## config.mk

```make
export PLATFORM = sky130hd
export DESIGN_NAME = uart_rx_deser_multi
export DESIGN_NICKNAME = d
export VERILOG_FILES = /design/src/rtl/uart_rx_pkg.sv /design/src/rtl/uart_rx_strobe_gen.sv /design/src/rtl/uart_rx_deser_multi.sv
export SDC_FILE = /design/constraint.sdc
export NUM_CORES = 1
export LEC_CHECK = 0
export CAP_MARGIN = 20
export CORE_UTILIZATION = 53
export CTS_CLUSTER_DIAMETER = 50
export DETAILED_ROUTE_END_ITERATION = 16
export PLACE_DENSITY_LB_ADDON = 0.08
export REMOVE_ABC_BUFFERS = 1
export SLEW_MARGIN = 30
export SYNTH_ARGS = -nofsm -noshare
export SYNTH_HDL_FRONTEND = slang
export SYNTH_SLANG_ARGS = --single-unit
```

## constraint.sdc

```tcl
create_clock -name clk -period 3 [get_ports clk]
set_input_delay 0.3 -clock clk [delete_from_list [all_inputs] [get_ports clk]]
set_output_delay 0.3 -clock clk [all_outputs]
set_load 0.005 [all_outputs]
```

## src/rtl/uart_rx_pkg.sv

```systemverilog
// uart_rx_pkg: shared RX constants and the data-length type
package uart_rx_pkg;
  localparam int DATA_LEN_MIN = 5;
  typedef logic [3:0] len_t;
endpackage

```

## src/rtl/uart_rx_strobe_gen.sv

```systemverilog
// uart_rx_strobe_gen: fires on the last oversampling edge of a bit period
module uart_rx_strobe_gen #(
  parameter int WIDTH = 6
) (
  input  logic             enable,
  input  logic [WIDTH-1:0] edge_count,
  input  logic [WIDTH-1:0] prescale,
  output logic             strobe
);
  assign strobe = enable && (edge_count == prescale - WIDTH'(1));
endmodule

```

## src/rtl/uart_rx_deser_multi.sv

```systemverilog
// uart_rx_deser_multi: variable-length, bit-order-selectable UART data deserializer
module uart_rx_deser_multi
  import uart_rx_pkg::*;
#(
  parameter int MAX_DATA_WIDTH = 9,
  parameter int PRESCALE_WIDTH = 6
) (
  input  logic                      clk,
  input  logic                      rst_n,
  input  logic                      clear,
  input  logic                      enable,
  input  logic                      sampled_bit,
  input  logic [PRESCALE_WIDTH-1:0] edge_count,
  input  logic [PRESCALE_WIDTH-1:0] prescale,
  input  logic [3:0]                data_len,
  input  logic                      msb_first,
  output logic [MAX_DATA_WIDTH-1:0] p_data,
  output logic                      data_valid,
  output logic [3:0]                bit_count,
  output logic                      data_xor,
  output logic                      extra_bit
);
  localparam len_t LEN_MAX = len_t'(MAX_DATA_WIDTH);
  localparam logic [MAX_DATA_WIDTH-1:0] ONES = '1;
  logic strobe, cap;
  logic [MAX_DATA_WIDTH-1:0] shreg_q, shreg_d, shreg_nx, p_data_q, p_data_d;
  len_t bit_count_q, bit_count_d, len_q, len_d;
  logic data_xor_q, data_xor_d, extra_bit_q, extra_bit_d, order_q, order_d;
  logic data_valid_q, data_valid_d;

  uart_rx_strobe_gen #(.WIDTH(PRESCALE_WIDTH)) u_strobe (
    .enable     (enable),
    .edge_count (edge_count),
    .prescale   (prescale),
    .strobe     (strobe)
  );

  // clear restarts the frame; a strobe captures until full, then only flags overrun
  always_comb begin
    shreg_d      = shreg_q;
    p_data_d     = p_data_q;
    bit_count_d  = bit_count_q;
    len_d        = len_q;
    data_xor_d   = data_xor_q;
    extra_bit_d  = extra_bit_q;
    order_d      = order_q;
    data_valid_d = 1'b0;
    shreg_nx     = order_q ? {shreg_q[MAX_DATA_WIDTH-2:0], sampled_bit}
                           : {sampled_bit, shreg_q[MAX_DATA_WIDTH-1:1]};
    cap          = strobe && (bit_count_q < len_q);
    if (clear) begin
      shreg_d     = '0;
      bit_count_d = '0;
      data_xor_d  = 1'b0;
      extra_bit_d = 1'b0;
      len_d       = (data_len >= len_t'(DATA_LEN_MIN) && data_len <= LEN_MAX) ? data_len : LEN_MAX;
      order_d     = msb_first;
    end else if (cap) begin
      shreg_d     = shreg_nx;
      bit_count_d = bit_count_q + len_t'(1);
      data_xor_d  = data_xor_q ^ sampled_bit;
      if (bit_count_d == len_q) begin
        p_data_d     = order_q ? (shreg_nx & ~(ONES << len_q)) : (shreg_nx >> (LEN_MAX - len_q));
        data_valid_d = 1'b1;
      end
    end else if (strobe) begin
      extra_bit_d = 1'b1;
    end
  end

  // state register; reset restores the widest LSB-first configuration
  always_ff @(posedge clk) begin
    if (!rst_n) begin
      shreg_q      <= '0;
      p_data_q     <= '0;
      bit_count_q  <= '0;
      len_q        <= LEN_MAX;
      data_xor_q   <= 1'b0;
      extra_bit_q  <= 1'b0;
      order_q      <= 1'b0;
      data_valid_q <= 1'b0;
    end else begin
      shreg_q      <= shreg_d;
      p_data_q     <= p_data_d;
      bit_count_q  <= bit_count_d;
      len_q        <= len_d;
      data_xor_q   <= data_xor_d;
      extra_bit_q  <= extra_bit_d;
      order_q      <= order_d;
      data_valid_q <= data_valid_d;
    end
  end

  assign p_data     = p_data_q;
  assign data_valid = data_valid_q;
  assign bit_count  = bit_count_q;
  assign data_xor   = data_xor_q;
  assign extra_bit  = extra_bit_q;
endmodule

```

### Word level (Yosys, flattened, before mapping)

Index checks and enable logic that the tools add are counted.

| storage, ports and cells | value |
|---|---|
| register bits after elaboration | 30 |
| bits in latches | 0 |
| memory bits (writable) | 0 |
| memory bits (read-only) | 0 |
| output and inout port bits | 16 |
| logic and storage cells | 35 |
| memories | 0 |

| cells by class | value |
|---|---|
| $add $sub $neg | 3 |
| multipliers | 0 |
| divide/modulo/power cells | 0 |
| order comparisons | 3 |
| eq/ne operators | 2 |
| shift operators | 2 |
| mux-type cells | 4 |
| bitwise logic cells | 6 |
| reduce and logical (&&, ||, !) cells | 7 |

Operator list:

| kind | number |
|---|---|
| two-way mux 9 bit | 2 |
| AND 9 bit | 1 |
| inverter 9 bit | 1 |
| left shift 9 x 4 -> 9 bit, first input constant | 1 |
| >> shifter 9 x 4 -> 9 bit | 1 |
| equality test 6 bit | 1 |
| subtractor 6 x 1 -> 6 bit, second input constant | 1 |
| adder 4 x 1 -> 4 bit, second input constant | 1 |
| equality test 4 bit | 1 |
| greater-or-equal comparator 4 x 3 -> 1 bit, second input constant | 1 |
| <= comparator 4 bit, second input constant | 1 |
| less-than comparator 4 bit | 1 |
| two-way mux 4 bit | 1 |
| subtractor 4 bit, first input constant | 1 |
| logical AND 1 bit | 3 |
| inverter 1 bit | 3 |
| AND reduction 3 bit | 1 |
| OR reduction 3 bit | 1 |
| AND reduction 2 bit | 1 |
| OR reduction 2 bit | 1 |
| two-way mux 1 bit | 1 |
| bitwise XOR 1 bit | 1 |

### Longest topological paths before layout

Gate-level depths: netlist (run 1).

| logic depth | value |
|---|---|
| depth after elaboration | 6 |
| depth in mapped cells | 9 |
| mapped depth without buffers | 8 |

### Modules after synthesis

From an unflattened synthesis (run 1), not the netlist that was laid out.

| unflattened totals | value |
|---|---|
| cells, all modules | 245 |
| area total of the unflattened synthesis | 2174.6 µm² |

By module, submodules not included:

| module | instances | cells each | area each (µm²) | seq. area each (µm²) |
|---|---|---|---|---|
| uart_rx_deser_multi | 1 | 226 | 2010.7 | 600.6 |
| uart_rx_strobe_gen | 1 | 19 | 163.9 | 0.0 |

### Least setup slack after synthesis (run 1)

No wires, ideal clock.

| path | value |
|---|---|
| kind | reg2reg |
| from | register len_q[1] |
| to | register bit_count_q[2] (netlist: bit_count[2]) |
| arrival | 1.982 ns |
| path slack | 0.899 ns |
| cell stages (with the launch flop) | 10 |
| buffers on the path | 2 |
| path through | dfxtp_1 -> buf_2 -> inv_1 -> ha_1 -> nor2b_1 -> o211a_1 -> nor2_1 -> clkbuf_1 -> nand4_1 -> mux2i_1 |

| between the ends | value |
|---|---|
| longest elaborated chain between the ends | 2 |

Ends and longest elaborated chain:

| what | line | text |
|---|---|---|
| from (decl) | uart_rx_deser_multi.sv:27 | `len_t bit_count_q, bit_count_d, len_q, len_d;` |
| from (signal assigned) | uart_rx_deser_multi.sv:86 | `len_q <= len_d;` |
| less-than comparator 4 bit | uart_rx_deser_multi.sv:50 | `cap = strobe && (bit_count_q < len_q);` |
| logical AND 1 bit | uart_rx_deser_multi.sv:50 |  |
| to (signal assigned) | uart_rx_deser_multi.sv:85 | `bit_count_q <= bit_count_d;` |
| to (decl) | uart_rx_deser_multi.sv:27 |  |

No other way between the ends.
A chain may end at the register's enable or synchronous reset.

### Final worst setup path (run 1)

| path | value |
|---|---|
| from | register len_q[3] |
| to | register bit_count_q[0] (netlist: bit_count[0]) |

Same word-level chain as after synthesis.

==> results of run 1 <==
state kept, by name, indices dropped and copies added (netlist names):
name / flops
data_valid: 1
extra_bit: 1
shreg_q: 9
order_q: 1
len_q: 4
bit_count: 4
data_xor: 1
p_data: 9
synth_stat cells, types with 2 or more instances:
cell type  count
nor2_1        11
dfxtp_1       30
a21boi_0       2
o21a_1         2
clkbuf_1       8
a21oi_1        7
nor3_1         7
mux2i_1       22
o221ai_1       2
buf_2          3
and3b_1        3
xor2_1         4
o21ai_0        6
o211ai_1       3
nor2b_1        3
a31oi_1       14
or2_2          3
inv_1         13
buf_1          2
ha_1           9
xnor2_1        7
nand2_1       38
or3_1          2
nand3_1        6
nand4_1        3
a211oi_2       9
mux4_2         6
and3_1         2
logic make-up (layout without fill, tap and decap cells):
group           Yosys count  after routing  share of synthesized area
fa+ha+maj                 9              9                     0.0527
buf+inv                  28             66                     0.0562
compound gates           56             56                      0.206
simple gates             83             83                      0.187
xor+xnor                 11             11                     0.0451
mux                      29             29                      0.172
flops                    30             30                      0.281
report_power, final:
group	switching [mW]	internal, mW
registers	0.00754	0.402
logic	0.0726	0.0687
clock network	0.147	0.185
how the worst max path moves through the flow:
| stage | slack, ps | startpoint | depth (start not counted) | endpoint |
|---|---|---|---|---|
| after floorplan | 140 | len_q[1] | 7 | p_data[0] |
| after global placement | 500 | prescale[0] | 9 | p_data[2] |
| after detailed placement | 460 | prescale[0] | 9 | p_data[5] |
| after CTS | 720 | len_q[3] | 6 | bit_count[0] |
| after global routing | 600 | prescale[0] | 9 | p_data[2] |
| final | 730 | len_q[3] | 6 | bit_count[0] |
worst max-delay path: cells and delay by family (launching register included):
kind / cells / cell delay (ps)
adders and majority gates: 1 / 340
DFF: 1 / 500
and+or+nand+nor: 2 / 720
AOI/OAI and AO/OA: 1 / 220
buffers and inverters: 1 / 210
muxes: 1 / 210
stage by stage:
step / hold WS (ps) / util / cells
finish: 458 / 0.702 / 332
global route: 490 / 0.702 / 332
CTS: 460 / 0.702 / 332
detailed placement: 451 / 0.678 / 324
global placement: 445 / 0.678 / 324
floorplan: 400 / - / 231
layout make-up:
class,instances,area [µm²]
Tap cell,48,60.1
Fill cell,302,1120
Clock buffer,7,86.3
Multi-Input combinational cell,188,1420
Timing Repair Buffer,45,430
Sequential cell,30,601
Inverter,13,48.8
Clock inverter,1,5.00
routing by layer:
metal,vias up,global-route usage,wire length [µm]
met2,56,0.407,2280
met4,0,0.0679,42
met3,5,0.0660,274
met5,-,0,0
li1,973,-,-
met1,882,0.335,2160
==> run_results.csv, run 1 <==
group,metric,value,unit
sta,min_period,2270,ps
cts,cts_buffers,5,
sta,slew_headroom,0.462,
global_route,grt_pass1_wl,8350,µm
final_layout,final_cell_area,2650,µm²
flow_run,max-cap-violations,0,
final_layout,layout_commonest_cell,"nand2_1",
route,drtAntennaViolNets,0,
logic_synthesis,yosys.area.top_type_share,0.281,
global_route,groute.usage.overall,0.254,
die,initial_utilization,0.566,
route,routed_via_density,5.77,
cts,cts_tree,"built",
route,dr.pass1.iters,4,
logic_synthesis,synth_cell_types,47,
logic_synthesis,synth-edff-count,0,
cts,cts_buffer_depth,2,
setup_path,criticalPathCategory,"reg -> reg",
sta,worst_pin_slew,807,ps
sta,drv_slew,0,
final_layout,nets,314,
route,vias,1916,
worst_hold_path,hold_start,"p_data[2]",
logic_synthesis,ys.warnings.count,0,
outcome,status,"complete, no violations",
logic_synthesis,synth_ff_type,"dfxtp_1",
place,port_buffers,37,
final_layout,final_cell_mix,"nand2_1, clkdlybuf4s50_1, dfxtp_1, mux2i_1, a31oi_1",
cts,postCtsHoldBufs,0,
logic_synthesis,yosysTopAreaCell,"dfxtp_1",
place,place_area,2550,µm²
cts,cts_resized,0,
sta,setup_slack,729,ps
power,powerDensity,333,nW/µm²
sta,fin_setup_tns,0,ps
sta,hold_viol_final,0,
setup_path,crit_path_end_kind,"register",
cts,cts_htree_levels,2,
final_layout,drive_gt1_frac,0.130,
sta,clock_skew,4.08,ps
logic_synthesis,yosysSeqAreaShare,0.281,
sta,max_freq,440,MHz
logic_synthesis,syn-instance-count,246,
logic_synthesis,async_flop_share,0,
die,rows,22,
die,io-pin-count,38,
logic_synthesis,syn_area_per_cell,8.68,µm²
setup_path,start_kind,"register",
cts,cts_setup_buffers,0,
setup_path,reg2reg_setup_slack,730,ps
die,die_y,65.5,µm
setup_path,rr_startpoint,"len_q[3]",
setup_path,cp_data_arrival_time,2480,ps
cts,clock_latency,280,ps
route,drtIter0Drc,114,
worst_hold_path,min_path_cells,2,
global_route,grt_pass1_vias,1820,
sta,rsz0062_at_grt,"false",
cts,cts_num_sinks,30,
worst_hold_path,hold_end,"p_data[2]",
setup_path,r2r-end,"bit_count[0]",
setup_path,slowest_stage,"dfxtp_1",
logic_synthesis,ys_top_cells_by_area,"dfxtp_1, mux2i_1, nand2_1, mux4_2, a211oi_2",
power,cellLeakagePower,1.07,nW
setup_path,crit_fanout,11,
cts,clock-root-buffer,"clkbuf_8",
global_route,grt_overflow,0,
place,place_ws,461,ps
logic_synthesis,syn_area,2140,µm²
cts,clk_pin_slew_worst_paths,60,ps
global_route,antenna_found_initial,0,
sta,post-route-period-util,0.757,
setup_path,path_cells,"inv_1, ha_1, a21o_1, nor2_1, and3_4, mux2i_1",
power,power,882,µW
die,die_area,4290,µm²
route,drc,0,
sta,setup_viol,0,
route,wirelength,4760,µm
setup_path,rr_worst_depth,6,
die,die_w,65.5,µm
final_layout,synthToLayoutAreaGrowth,23.9,%
worst_hold_path,min_path_type,"reg -> reg",
logic_synthesis,synth_seq_cells,30,
place,dp_hpwl,3520,µm
place,gp_congestion,0.916,
route,post_drt_wl_per_cell,14.3,µm
power,ir_drop,279,µV
setup_path,cp.required,3210,ps
die,coreArea,3770,µm²
setup_path,max_stage_delay,500,ps
final_layout,diodes,0,
global_route,grt_start_max_net_pins,19,
Note: power is estimated with default switching activity, not from simulation.
==> run 2: changes to the inputs <==
Clock period 3 ns to 2.16 ns, I/O delays scaled along.
==> run 2 against run 1 <==
Effect of this change:
- setup slack got worse by 560 ps
- combinational power is 65% higher
- largest cell class unchanged
- global-route usage increased by 2.9 points
- highest routed layer unchanged
- utilization rose by 4.6 points
- power is 56% higher
==> run_results.csv, run 2 (synthesis gave the netlist of run 1 again) <==
group,metric,value,unit
power,cellLeakagePower,1.18,nW
final_layout,final-seq-area,601,µm²
setup_path,crit_fanout,11,
global_route,grt_overflow,0,
final_layout,layout_commonest_cell,"nand2_1",
route,wirelength,5320,µm
final_layout,synthToLayoutAreaGrowth,32.0,%
sta,post-route-period-util,0.921,
final_layout,drive_gt1_frac,0.186,
sta,rsz0062_at_grt,"false",
final_layout,final_cell_mix,"nand2_1, clkdlybuf4s50_1, dfxtp_1, buf_4, mux2i_1",
sta,setup_viol,0,
route,drtAntennaViolNets,0,
global_route,grt_pass1_wl,9160,µm
sta,slew_headroom,0.616,
worst_hold_path,min_path_type,"reg -> reg",
cts,cts_num_sinks,30,
sta,drv_slew,0,
setup_path,cp.required,2380,ps
global_route,antenna_found_initial,0,
cts,cts_htree_levels,2,
outcome,status,"complete, no violations",
route,post_drt_wl_per_cell,15.2,µm
die,die_y,65.5,µm
route,vias,2024,
die,initial_utilization,0.566,
setup_path,cp_data_arrival_time,2210,ps
final_layout,fillCellCount,302,
final_layout,multiInputGateArea,1420,µm²
cts,cts_tree,"built",
global_route,grt_start_max_net_pins,19,
place,gp_congestion,0.954,
sta,clock_skew,9.61,ps
flow_run,max-cap-violations,0,
cts,clk_pin_slew_worst_paths,60,ps
die,rows,22,
cts,postCtsHoldBufs,0,
die,die_w,65.5,µm
global_route,grt_pass1_vias,1915,
route,routed_via_density,5.80,
sta,worst_pin_slew,576,ps
sta,fin_setup_tns,0,ps
route,drc,0,
die,io-pin-count,38,
power,powerDensity,489,nW/µm²
die,die_area,4290,µm²
die,coreArea,3770,µm²
route,dr.pass1.iters,5,
final_layout,nets,332,
place,place_inst,342,
sta,min_period,1990,ps
setup_path,start_kind,"register",
sta,max_freq,502,MHz
route,drtIter0Drc,124,
power,ir_drop,438,µV
setup_path,crit_path_end_kind,"register",
global_route,groute.usage.overall,0.283,
final_layout,diodes,0,
cts,cts_buffer_depth,2,
sta,hold_viol_final,0,
place,dp_hpwl,3970,µm
place,port_buffers,37,
cts,clock-root-buffer,"clkbuf_8",
cts,cts_buffers,5,
setup_path,criticalPathCategory,"reg -> reg",
cts,clock_latency,290,ps
final_layout,fin_cells,349,
==> run 2: cell types whose count changed in the layout (fill, tap and decap cells not counted) <==
cell,change
clkbuf_1,-1
clkinv_2,-1
nor3b_2,+1
buf_4,+17
bufinv_16,+1
nor3b_1,-1
buf_12,+1
==> run 2: worst paths after layout <==
check                                     to  slack (ps)  startpoint  cells after the start
worst min-delay path               p_data[5]         460   p_data[5]                      2
worst min register to register     p_data[5]         460   p_data[5]                      2
worst max-delay path            bit_count[1]         170    len_q[1]                      7
worst max register to register  bit_count[1]         170    len_q[1]                      7
==> run 2: cell type report <==
class,count,share of cell area
repair buffers,63,0.205
flip-flops and latches,30,0.213
inverters,13,0.0173
multi-input cells,188,0.504
clock buffers,6,0.0293
clock inverters,1,0.0106
well taps,48,0.0213
==> run 2: repair_timing <==
item	in CTS	in global routing
setup buffers	0	0
gates resized for setup	0	1
endpoints found under the setup margin	0	1
==> run 2: routing by layer <==
layer,GRT usage,routed length [µm],vias up
met1,0.352,2370,935
met4,0.125,145,0
li1,-,-,1004
met2,0.460,2550,68
met5,0,0,-
met3,0.0677,255,17
==> run 2: power by group <==
group | total, mW | switching (mW) | leakage [nW] | internal, mW
Sequential | 0.567 | 0.00858 | 0.242 | 0.558
Combinational | 0.232 | 0.113 | 0.882 | 0.119
Clock | 0.582 | 0.213 | 0.0573 | 0.369
Total | 1.38 | 0.335 | 1.18 | 1.05
==> run 2: worst max-delay path: stages, from the launching register on <==
cell and delay [ps]:
dfxtp_1 330, inv_1 80, ha_1 260, nor2b_1 130
o211a_1 220, nor2_1 310, and3_4 370, mux2i_1 210
==> run 2: through the flow <==
stage	hold slack [ps]	setup slack (ps)	utilization	cell area [µm²]	total power [mW]
finish	456	170	0.748	2820	1.38
global route	488	11.0	0.748	2820	1.44
CTS	459	148	0.747	2820	1.39
detailed placement	451	-108	0.717	2700	0.806
global placement	445	-45.7	0.717	2700	0.803
floorplan	316	-705	-	2060	0.686
